### src/rtl/xc_malu_divrem_seq.sv
// Radix-2 restoring divide/remainder for RISC-V div/divu/rem/remu, one quotient bit per cycle.
// 32 cycles accept-to-valid (1 for divide-by-zero/overflow); result held while out_ready is low.
module xc_malu_divrem_seq (
  input  logic        g_clk,
  input  logic        g_reset,
  input  logic        flush,
  input  logic        in_valid,
  output logic        in_ready,
  input  logic [31:0] rs1,
  input  logic [31:0] rs2,
  input  logic        op_signed,
  input  logic        op_rem,
  output logic        out_valid,
  input  logic        out_ready,
  output logic [31:0] result
);

  typedef enum logic [1:0] {IDLE, CALC, DONE} state_t;

  state_t      state;
  logic [31:0] rem_q;
  logic [31:0] quo_q;
  logic [31:0] div_q;
  logic [5:0]  count;
  logic        rem_sel;
  logic        neg_q;
  logic        neg_r;
  logic        special;

  logic [31:0] a_mag;
  logic [31:0] b_mag;
  logic        div_zero;
  logic        ovf;
  logic [32:0] trial;
  logic [31:0] rem_next;
  logic [31:0] quo_next;

  assign in_ready = (state == IDLE) && !flush;

  always_comb begin
    a_mag    = (op_signed && rs1[31]) ? -rs1 : rs1;
    b_mag    = (op_signed && rs2[31]) ? -rs2 : rs2;
    div_zero = (rs2 == 32'h0);
    ovf      = op_signed && (rs1 == 32'h8000_0000) && (rs2 == 32'hFFFF_FFFF);
    trial    = {rem_q, quo_q[31]} - {1'b0, div_q};
    if (!trial[32]) begin
      rem_next = trial[31:0];
      quo_next = {quo_q[30:0], 1'b1};
    end else begin
      rem_next = {rem_q[30:0], quo_q[31]};
      quo_next = {quo_q[30:0], 1'b0};
    end
  end

  always_ff @(posedge g_clk) begin
    if (g_reset) begin
      state     <= IDLE;
      out_valid <= 1'b0;
      result    <= 32'h0;
      rem_q     <= 32'h0;
      quo_q     <= 32'h0;
      div_q     <= 32'h0;
      count     <= 6'd0;
      rem_sel   <= 1'b0;
      neg_q     <= 1'b0;
      neg_r     <= 1'b0;
      special   <= 1'b0;
    end else if (flush) begin
      state     <= IDLE;
      out_valid <= 1'b0;
    end else begin
      case (state)
        IDLE: begin
          if (in_valid) begin
            rem_sel <= op_rem;
            neg_q   <= op_signed & (rs1[31] ^ rs2[31]);
            neg_r   <= op_signed & rs1[31];
            rem_q   <= 32'h0;
            quo_q   <= a_mag;
            div_q   <= b_mag;
            count   <= 6'd0;
            special <= div_zero | ovf;
            // Special results are loaded now and surface one edge later, skipping the iterations.
            if (div_zero)
              result <= op_rem ? rs1 : 32'hFFFF_FFFF;
            else if (ovf)
              result <= op_rem ? 32'h0 : 32'h8000_0000;
            state   <= CALC;
          end
        end
        CALC: begin
          if (special) begin
            state     <= DONE;
            out_valid <= 1'b1;
          end else begin
            rem_q <= rem_next;
            quo_q <= quo_next;
            count <= count + 6'd1;
            if (count == 6'd31) begin
              result    <= rem_sel ? (neg_r ? -rem_next : rem_next)
                                   : (neg_q ? -quo_next : quo_next);
              state     <= DONE;
              out_valid <= 1'b1;
            end
          end
        end
        DONE: begin
          if (out_ready) begin
            state     <= IDLE;
            out_valid <= 1'b0;
          end
        end
        default: state <= IDLE;
      endcase
    end
  end

endmodule

### config.mk
export PLATFORM = sky130hd
export DESIGN_NAME = xc_malu_divrem_seq
export DESIGN_NICKNAME = d
export VERILOG_FILES = /design/src/rtl/xc_malu_divrem_seq.sv
export SDC_FILE = /design/constraint.sdc
export NUM_CORES = 1
export LEC_CHECK = 0
export BUFFER_PORTS_ARGS = -buffer_cell sky130_fd_sc_hd__buf_4
export CORE_MARGIN = 8
export CORE_UTILIZATION = 62
export DETAILED_ROUTE_END_ITERATION = 6
export PLACE_DENSITY = 0.93
export SETUP_SLACK_MARGIN = 0.3
export SYNTH_ARGS = -nofsm -noshare
export SYNTH_HDL_FRONTEND = slang
export SYNTH_SLANG_ARGS = --single-unit
### constraint.sdc
create_clock -name g_clk -period 6 [get_ports g_clk]
set_input_delay 0.9 -clock g_clk [delete_from_list [all_inputs] [get_ports g_clk]]
set_output_delay 0.9 -clock g_clk [all_outputs]
set_load 0.005 [all_outputs]
# Word level (Yosys, flattened, before mapping)
# Index checks and enable logic that the tools add are counted.
[word_totals]
word_cells = 82
output_inout_bits = 34
reg_bits = 141
input_bits = 71
[classes]
n_mux = 33
addsub = 6
reduce_logical = 16
n_eq_ne = 11
n_bitwise = 5
[op_table]
columns = ["cell", "n"]
rows = [
  ["2-to-1 mux 32 bit", 17],
  ["case mux 32 bit (2 select lines)", 3],
  ["negation 32 bit", 4],
  ["== test 32 bit, second input constant", 2],
  ["subtractor 33 x 32 -> 33 bit", 1],
  ["zero test 32 bit", 1],
  ["2-to-1 mux 6 bit", 2],
  ["case mux 6 bit (2 select lines)", 1],
  ["AND reduction 3 bit", 3],
  ["2-to-1 mux 2 bit", 4],
  ["inequality test 2 bit, second input constant", 4],
  ["adder 6 x 1 -> 6 bit, second input constant", 1],
  ["== test 6 x 5 -> 1 bit, second input constant", 1],
  ["inequality test 3 bit, second input constant", 2],
  ["case mux 2 bit (3 select lines)", 1],
  ["AND reduction 6 bit", 1],
  ["logical AND 1 bit", 5],
  ["2-to-1 mux 1 bit", 4],
  ["AND reduction 4 bit", 1],
  ["nonzero test 2 bit", 2],
  ["AND 1 bit", 2],
  ["== test 2 x 1 -> 1 bit, second input constant", 1],
  ["== test 2 bit, second input constant", 1],
  ["zero test 2 bit", 1],
  ["other kinds (6)", 6],
]

# Logic depth before layout (Yosys ltp)
# Gate-level depths: netlist of run 1.
[depth]
depth_word = 8
ltp_mapped = 27
ltp_nobuf = 24

# Least setup slack after synthesis of run 1
# No wires, ideal clock.
[synth_timing]
path_kind = "register to register"
startpoint = "register quo_q[31]"
endpoint = "register result[28]"
setup_time_ps = 120
arrival_time_ps = 5185
synth_period_minus_slack_ps = 5304
stages_incl_launch_ff = 25
path_slack_ps = 696
n_path_buf = 2
path_cell_list = "dfxtp_1 -> inv_1 -> ha_1 -> fa_1 -> nor2b_2 -> o31ai_4 -> a21boi_0 -> o211a_1 -> o21a_1 -> nor2_1 -> inv_1 -> buf_2 -> clkbuf_1 -> nor2_1 -> a21oi_1 -> ha_1 -> and2_1 -> o221ai_1 -> a2111oi_2 -> and3_1 -> nand4_1 -> a2111oi_2 -> or4b_1 -> mux2i_1 -> o31a_1"
[synth_via]
elab_chain_cells = 8
elab_cells_between_ends = 11
cone_classes = "3 x add/sub; 8 x mux"
[synth_rtl]
columns = ["item", "line_no", "text"]
rows = [
  ["start, declared", "22", "logic [31:0] quo_q;"],
  ["start signal, assigned", "79", "quo_q <= a_mag;"],
  ["start signal, assigned", "97", "quo_q <= quo_next;"],
  ["subtractor 33 x 32 -> 33 bit", "45", "trial = {rem_q, quo_q[31]} - {1'b0, div_q};"],
  ["2-to-1 mux 1 bit or 2-to-1 mux 32 bit (tied branches)", "46", "if (!trial[32]) begin"],
  ["negation 32 bit (on tied branches)", "101, 100", ""],
  ["2-to-1 mux 32 bit (on tied branches)", "101, 100", ""],
  ["2-to-1 mux 32 bit *", "100", "result <= rem_sel ? (neg_r ? -rem_next : rem_next)"],
  ["2-to-1 mux 32 bit *", "99", "if (count == 6'd31) begin"],
  ["2-to-1 mux 32 bit *", "92", "if (special) begin"],
  ["case mux 32 bit (2 select lines) *", "72", "case (state)"],
  ["end signal, assigned", "85", "result <= op_rem ? rs1 : 32'hFFFF_FFFF;"],
  ["end signal, assigned", "87", "result <= op_rem ? 32'h0 : 32'h8000_0000;"],
  ["end signal, assigned", "100", ""],
  ["end, declared", "15", "output logic [31:0] result"],
]
# Every way passes the cells marked *; elsewhere a longest branch is shown, timed or not. The select of a mux whose other input is x is not followed.
# A chain may end at the register's enable or synchronous reset.

# Worst setup path in the final report of run 1
[layout_timing]
startpoint = "register rem_q[16]"
endpoint = "register result[28]"
[layout_via]
elab_chain_cells = 8
elab_cells_between_ends = 11
cone_classes = "3 x add/sub; 8 x mux"
[layout_rtl]
columns = ["item", "line_no", "text"]
rows = [
  ["start, declared", "21", "logic [31:0] rem_q;"],
  ["start signal, assigned", "96", "rem_q <= rem_next;"],
  ["subtractor 33 x 32 -> 33 bit", "45", ""],
  ["2-to-1 mux 1 bit or 2-to-1 mux 32 bit (tied branches)", "46", ""],
  ["negation 32 bit (on tied branches)", "101, 100", ""],
  ["2-to-1 mux 32 bit (on tied branches)", "101, 100", ""],
  ["2-to-1 mux 32 bit *", "100", ""],
  ["2-to-1 mux 32 bit *", "99", ""],
  ["2-to-1 mux 32 bit *", "92", ""],
  ["case mux 32 bit (2 select lines) *", "72", ""],
]
# Marks and branches as above.

==> reports/results.ini, run 1 <==
[placement]
place_ws_ns = 0.535
gp_congestion = 1.02
hpwl_mm = 30.5
numPortBuffers = 104

[cts]
clock_latency_ns = 0.43
htree_levels = 4
cts_buffers = 17
root_buffer = clkbuf_16
path_clk_slew_ns = 0.07
clockBufferDepth = 2
post-cts-setup-buffers = 0
cts_tree = yes
clkSinkCount = 141

[routing]
drc = 0
wl_per_cell_um = 21.3
firstDrtPassIters = 6
routed_wl_mm = 41.0
detail-route-antenna-nets = 0
num_vias = 13200
vias_per_cell = 6.83
drt_iter0_drc = 1846

[synth]
syn_nets = 1754
yosys.area.top_type = dfxtp_1
yosys.area_share.simple_pct = 24.7
synth_top_area_share_pct = 23.8
yosysUniqueCellTypes = 89
synth_adder_area_share_pct = 4.17
yosysSeqAreaShare_pct = 23.8
synthXorXnorAreaFrac_pct = 9.15
synth.area.top_cells = dfxtp_1, nor2_1, xnor2_1
synthTopCellsByCount = nor2_1, dfxtp_1, a21oi_1
synth-edff-count = 0
synth_compound_area_share_pct = 30.8
synth_cells = 1644
yosysMostFrequentCell = nor2_1
synth_top_family_by_area = compound AO/OA/AOI/OAI gates
ys_ff_latch = 141
ys.flop_type = dfxtp_1
syn_area_um2 = 11900
ys_async_sr_fraction_pct = 0
syn-mean-instance-area_um2 = 7.22
synth.area.mux_share_pct = 1.71
yosysWarnings = 0

[worst_setup_path]
r2r_slack_ns = 0.56
crit_type = register to register
critical_path_arrival_ns = 5.76
startpoint = rem_q[16]
worstReg2RegEnd = result[28]
path_max_fanout = 11
cp_slowest_cell = or4b_1
start_kind = register
rr_worst_depth = 20
r2r-start = rem_q[16]
cp-end-kind = register
path_cells = ha_1, a21oi_1, o21ai_1, a221oi_1, nand3_1, o21a_1, nor2_2, inv_1, buf_4, a21oi_1, ha_1, and2_1, o221ai_1, a2111oi_4, and3_1, nand4_1, a2111oi_4, or4b_1, mux2i_1, o31a_1
worstPathRequired_ns = 6.32
slowest_delay_ns = 0.50

[sta]
period_minus_slack_ns = 5.44
setup_slack_ns = 0.558
fin_crit_sh_pct = 90.7
fmax_mhz = 184
tns_ns = 0
tightestPinTransition_ns = 1.10
fin_skew_ns = 0.0112
setup_viol = 0
hold_viol = 0
rsz0062_at_grt = false
report.final.slew_viol_count = 0
slew_headroom_pct = 26.2

[grt]
grt_usage_pct = 33.4
grt_start_max_net_pins = 90
first_global_vias = 11900
grt-ovfl-total = 0
grt_pass1_wl_mm = 64.6
antenna_found_initial = 1

[finish]
drive_gt1_share_pct = 11.7
syn_to_final_growth_pct = 12.0
nFillCells = 1588
layout.nets = 1789

[power]
leakage_nw = 5.01
pwr_density_cell_nw_per_um2 = 215
vdd_ir_drop_max_v = 0.000207

[floorplanning]
initial_core_util_pct = 63.2
io_pins = 105
die_w_um = 154
fp.dieH_um = 154
die_area_um2 = 23800
std_cell_rows = 50
core_area_um2 = 18800

[run]
maxCapViolCount = 0

[min_path]
min_to = div_q[0]
hold_class = register to register
min_path_cells = 2
hold_start = div_q[0]

[status]
run_status = finished clean

-- layout by cell type (no fill, tap or decap), types with 15 or more instances in the layout --
cell | synthesis | final
nor2_1 | 238 | 236
dfxtp_1 | 141 | 141
a21oi_1 | 130 | 130
buf_4 | 0 | 125
o21ai_0 | 119 | 118
nand2_1 | 113 | 113
xnor2_1 | 75 | 75
a211oi_1 | 69 | 69
inv_1 | 58 | 58
nor3_1 | 57 | 56
xor2_1 | 49 | 49
ha_1 | 38 | 38
nand3_1 | 29 | 29
o31ai_1 | 26 | 26
a311oi_1 | 23 | 23
o211ai_1 | 23 | 23
nand4_1 | 20 | 20
or3_1 | 20 | 20
a22oi_1 | 19 | 19
and3_1 | 18 | 18
mux2i_1 | 18 | 18
clkbuf_16 | 0 | 17
nor4_1 | 16 | 15
a31oi_1 | 15 | 15
-- layer usage --
| metal | part of all wire [%] | vias up | GRT usage, % |
|---|---|---|---|
| met4 | 3.8 | 2 | 12.1 |
| met2 | 44 | 868 | 51.2 |
| li1 | - | 6109 | - |
| met5 | 0.041 | - | 0 |
| met3 | 12 | 147 | 7.75 |
| met1 | 41 | 6042 | 44.9 |
-- cells by family (layout without fill, tap and decap cells) --
family                     Yosys count  in the layout
AOI/OAI and AO/OA                  544            544
xor gates and xnor gates           124            124
adders and majority gates           39             39
buffers and inverters              167            215
DFF                                141            141
muxes                               20             20
other                                0              1
and+or+nand+nor                    609            609
-- power breakdown --
part	internal (W)	switching, W
combinational	0.000278	0.000488
clock	0.000584	0.000487
sequential	0.000975	0.0000395
-- worst max-delay path by stage --
| stage | endpoint | cells past startpoint |
|---|---|---|
| final | result[28] | 20 |
| after global routing | result[28] | 22 |
| after CTS | result[28] | 22 |
| after detailed placement | result[28] | 22 |
| after global placement | result[28] | 22 |
| after floorplan | result[28] | 24 |
-- registers in the layout, indices dropped and copies added, names as in the netlist --
signal and cells:
div_q 32, quo_q 32, rem_q 32, result 32
count 6, state 2, neg_q 1, neg_r 1
out_valid 1, rem_sel 1, special 1
-- worst max-delay path: cells and delay by family (launching register included) --
family / cells / cell delay [ns]
AO/OA/AOI/OAI: 9 / 2.46
AND/OR/NAND/NOR: 6 / 1.36
adder cells (fa/ha/maj): 2 / 0.74
flip-flops: 1 / 0.35
buffers and inverters: 2 / 0.25
multiplexers: 1 / 0.14
-- layout make-up --
class | instances | area [um2] | area share, %
inverter | 58 | 218 | 1.64
clock buffer | 17 | 425 | 3.20
tap | 234 | 293 | 2.20
sequential | 141 | 2820 | 21.2
multi-input combinational | 1336 | 8440 | 63.5
timing repair buffer | 125 | 938 | 7.06
clock inverter | 15 | 151 | 1.14
antenna | 1 | 2.50 | 0.0188
-- stage by stage --
stage	cells	power [W]	hold WS (ns)	utilization, %	area [um2]
floorplan	1644	0.00154	0.432	-	11900
global placement	1894	0.00175	0.444	67.6	12700
detailed placement	1894	0.00176	0.455	67.6	12700
CTS	1926	0.00281	0.463	70.7	13300
global route	1926	0.00295	0.481	70.8	13300
finish	1927	0.00285	0.460	70.8	13300
-- what timing repair did --
item	4_1_cts	5_1_grt
endpoints found under the setup margin	0	5
hold buffers	0	0
gates resized for setup	0	5
(Power assumes the default switching activity.)
==> run 2, diff against run 1 <==
==> constraint.sdc (replaced) <==
create_clock -name g_clk -period 6 [get_ports g_clk]
set_input_delay 1.8 -clock g_clk [delete_from_list [all_inputs] [get_ports g_clk]]
set_output_delay 1.8 -clock g_clk [all_outputs]
set_load 0.005 [all_outputs]
==> run 2 against run 1 <==
Clock power barely moved. Sequential power barely moved. Design area rose by 0.48%. Register-to-register slack got worse by 0.02 ns. Clock-buffer cell count rose by 2. Global-route usage fell by 0.33 points. The run now ends with DRC left. Non-clock buffer count rose by 3. Clock skew barely moved. Worst hold slack improved by 0.0058 ns. Setup slack got worse by 0.022 ns. Fmax fell by 0.41%. Die area did not move.
==> reports/results.ini, run 2 (same netlist as run 1, synthesis figures left out) <==
[status]
run_status = finished, violations left  ; was finished clean
violations = DRC

[routing]
detail-route-antenna-nets = 0  ; unchanged
routed_wl_mm = 41.1  ; was 41.0 mm
wl_per_cell_um = 21.3  ; about the same
drc = 6  ; was 0
vias_per_cell = 6.95  ; was 6.83
num_vias = 13400  ; was 13200
firstDrtPassIters = 7  ; was 6
drt_iter0_drc = 2428  ; was 1846

[min_path]
hold_class = register to register  ; unchanged
min_to = div_q[0]  ; unchanged
hold_start = div_q[0]  ; unchanged
min_path_cells = 2  ; unchanged

[placement]
hpwl_mm = 30.3  ; was 30.5 mm
gp_congestion = 0.973  ; was 1.02
numPortBuffers = 104  ; unchanged
place_ws_ns = 0.471  ; was 0.535 ns

[sta]
fin_crit_sh_pct = 91.1  ; was 90.7%
hold_ws_ns = 0.466  ; was 0.460 ns
hold_viol = 0  ; unchanged
period_minus_slack_ns = 5.46  ; was 5.44 ns
rsz0062_at_grt = false  ; unchanged
tns_ns = 0  ; unchanged
setup_slack_ns = 0.536  ; was 0.558 ns
slew_headroom_pct = 27.0  ; was 26.2%
setup_viol = 0  ; unchanged
report.final.slew_viol_count = 0  ; unchanged
fmax_mhz = 183  ; was 184 MHz
fin_skew_ns = 0.0115  ; was 0.0112 ns
tightestPinTransition_ns = 1.09  ; was 1.10 ns

[finish]
drive_gt1_share_pct = 12.0  ; was 11.7%
fin_util_pct = 71.2  ; was 70.8%
final_cell_mix = nor2_1, dfxtp_1, a21oi_1  ; unchanged
syn_to_final_growth_pct = 12.5  ; was 12.0%
final_common_cell = nor2_1  ; unchanged
layout.nets = 1792  ; was 1789
n_antenna_cell = 0  ; was 1
nFillCells = 1519  ; was 1588

[cts]
htree_levels = 4  ; unchanged
cts_hold_buffers = 0  ; unchanged
cts_tree = yes  ; unchanged
path_clk_slew_ns = 0.06  ; was 0.07 ns
clockBufferDepth = 2  ; unchanged
cts_buffers = 17  ; unchanged
root_buffer = clkbuf_16  ; unchanged
clkSinkCount = 141  ; unchanged
clock_latency_ns = 0.44  ; was 0.43 ns

[worst_setup_path]
path_max_fanout = 10  ; was 11
worstReg2RegEnd = result[28]  ; unchanged
path_cells = inv_1, ha_1, a21oi_1, o21ai_0, or2_0, o211a_1, o21a_1, nor2_2, inv_1, buf_4, a21oi_2, ha_1, and2_1, o221ai_1, a2111oi_4, and3_1, nand4_1, a2111oi_4, or4b_1, mux2i_1, o31a_1  ; was ha_1, a21oi_1, o21ai_1, a221oi_1, nand3_1, o21a_1, nor2_2, inv_1, buf_4, a21oi_1, ha_1, and2_1, o221ai_1, a2111oi_4, and3_1, nand4_1, a2111oi_4, or4b_1, mux2i_1, o31a_1
r2r_slack_ns = 0.54  ; was 0.56 ns
slowest_delay_ns = 0.49  ; was 0.50 ns
cp-end-kind = register  ; unchanged
worstPathRequired_ns = 6.32  ; about the same
critical_path_arrival_ns = 5.78  ; was 5.76 ns
startpoint = div_q[13]  ; was rem_q[16]
crit_type = register to register  ; unchanged
cp_slowest_cell = or4b_1  ; unchanged
r2r-start = div_q[13]  ; was rem_q[16]
rr_worst_depth = 21  ; was 20
start_kind = register  ; unchanged

[grt]
first_global_vias = 12200  ; was 11900
antenna_found_initial = 0  ; was 1
grt-ovfl-total = 0  ; unchanged
grt_start_max_net_pins = 95  ; was 90
grt_usage_pct = 33.0  ; was 33.4%
grt_pass1_wl_mm = 64.2  ; was 64.6 mm

[power]
power_w = 0.00287  ; was 0.00285 W
vdd_ir_drop_max_v = 0.000244  ; was 0.000207 V
leakage_nw = 5.03  ; was 5.01 nW
pwr_density_cell_nw_per_um2 = 215  ; about the same

[floorplanning]
core_area_um2 = 18800  ; unchanged
die_area_um2 = 23800  ; unchanged
die_w_um = 154  ; unchanged
fp.dieH_um = 154  ; unchanged
std_cell_rows = 50  ; unchanged
initial_core_util_pct = 63.2  ; unchanged
io_pins = 105  ; unchanged

[run]
maxCapViolCount = 0  ; unchanged

==> run 2: area by class of cell <==
class                      count  area (um2)  area share, %
multi-input combinational   1336        8460           63.3
clock buffer                  19         453           3.39
inverter                      58         218           1.63
sequential                   141        2820           21.1
clock inverter                12         138           1.03
timing repair buffer         128         973           7.29
tap                          234         293           2.19
==> run 2: metal layers <==
metal	GRT usage [%]	share of wire [%]
met2	50.6	44
met4	17.0	4.8
met1	43.1	40
met3	7.02	11
met5	0	0
==> run 2: worst max-delay path by stage <==
stage / to / cells after the start / slack, ns
2_1_floorplan: result[28] / 24 / 0.70
3_3_place_gp: result[29] / 14 / 0.61
3_5_place_dp: result[27] / 15 / 0.47
4_1_cts: result[28] / 20 / 0.46
5_1_grt: result[28] / 21 / 0.29
6_report: result[28] / 21 / 0.54
==> run 2: stage by stage <==
stage / cell area [um2] / std cells
3_5_place_dp: 12700 / 1896
2_1_floorplan: 11900 / 1644
6_report: 13400 / 1928
5_1_grt: 13400 / 1928
4_1_cts: 13300 / 1927
3_3_place_gp: 12700 / 1896
==> run 2: power breakdown <==
part           switching, W  internal (W)  leakage (nW)
Clock              0.000449      0.000635         0.274
Combinational      0.000487      0.000280          3.61
Sequential        0.0000411      0.000975          1.15
==> run 2: what timing repair did <==
| item | CTS | global route |
|---|---|---|
| setup buffers | 0 | 1 |
| setup endpoints to repair | 0 | 7 |
| resized for setup | 0 | 9 |
==> run 2: worst max-delay path, delay by kind of cell, from the launching register on <==
family	cells	cell delay, ns
AO/OA/AOI/OAI	9	2.40
multiplexers	1	0.14
AND/OR/NAND/NOR	6	1.42
adder cells (fa/ha/maj)	2	0.67
buffers and inverters	3	0.38
flip-flops	1	0.34
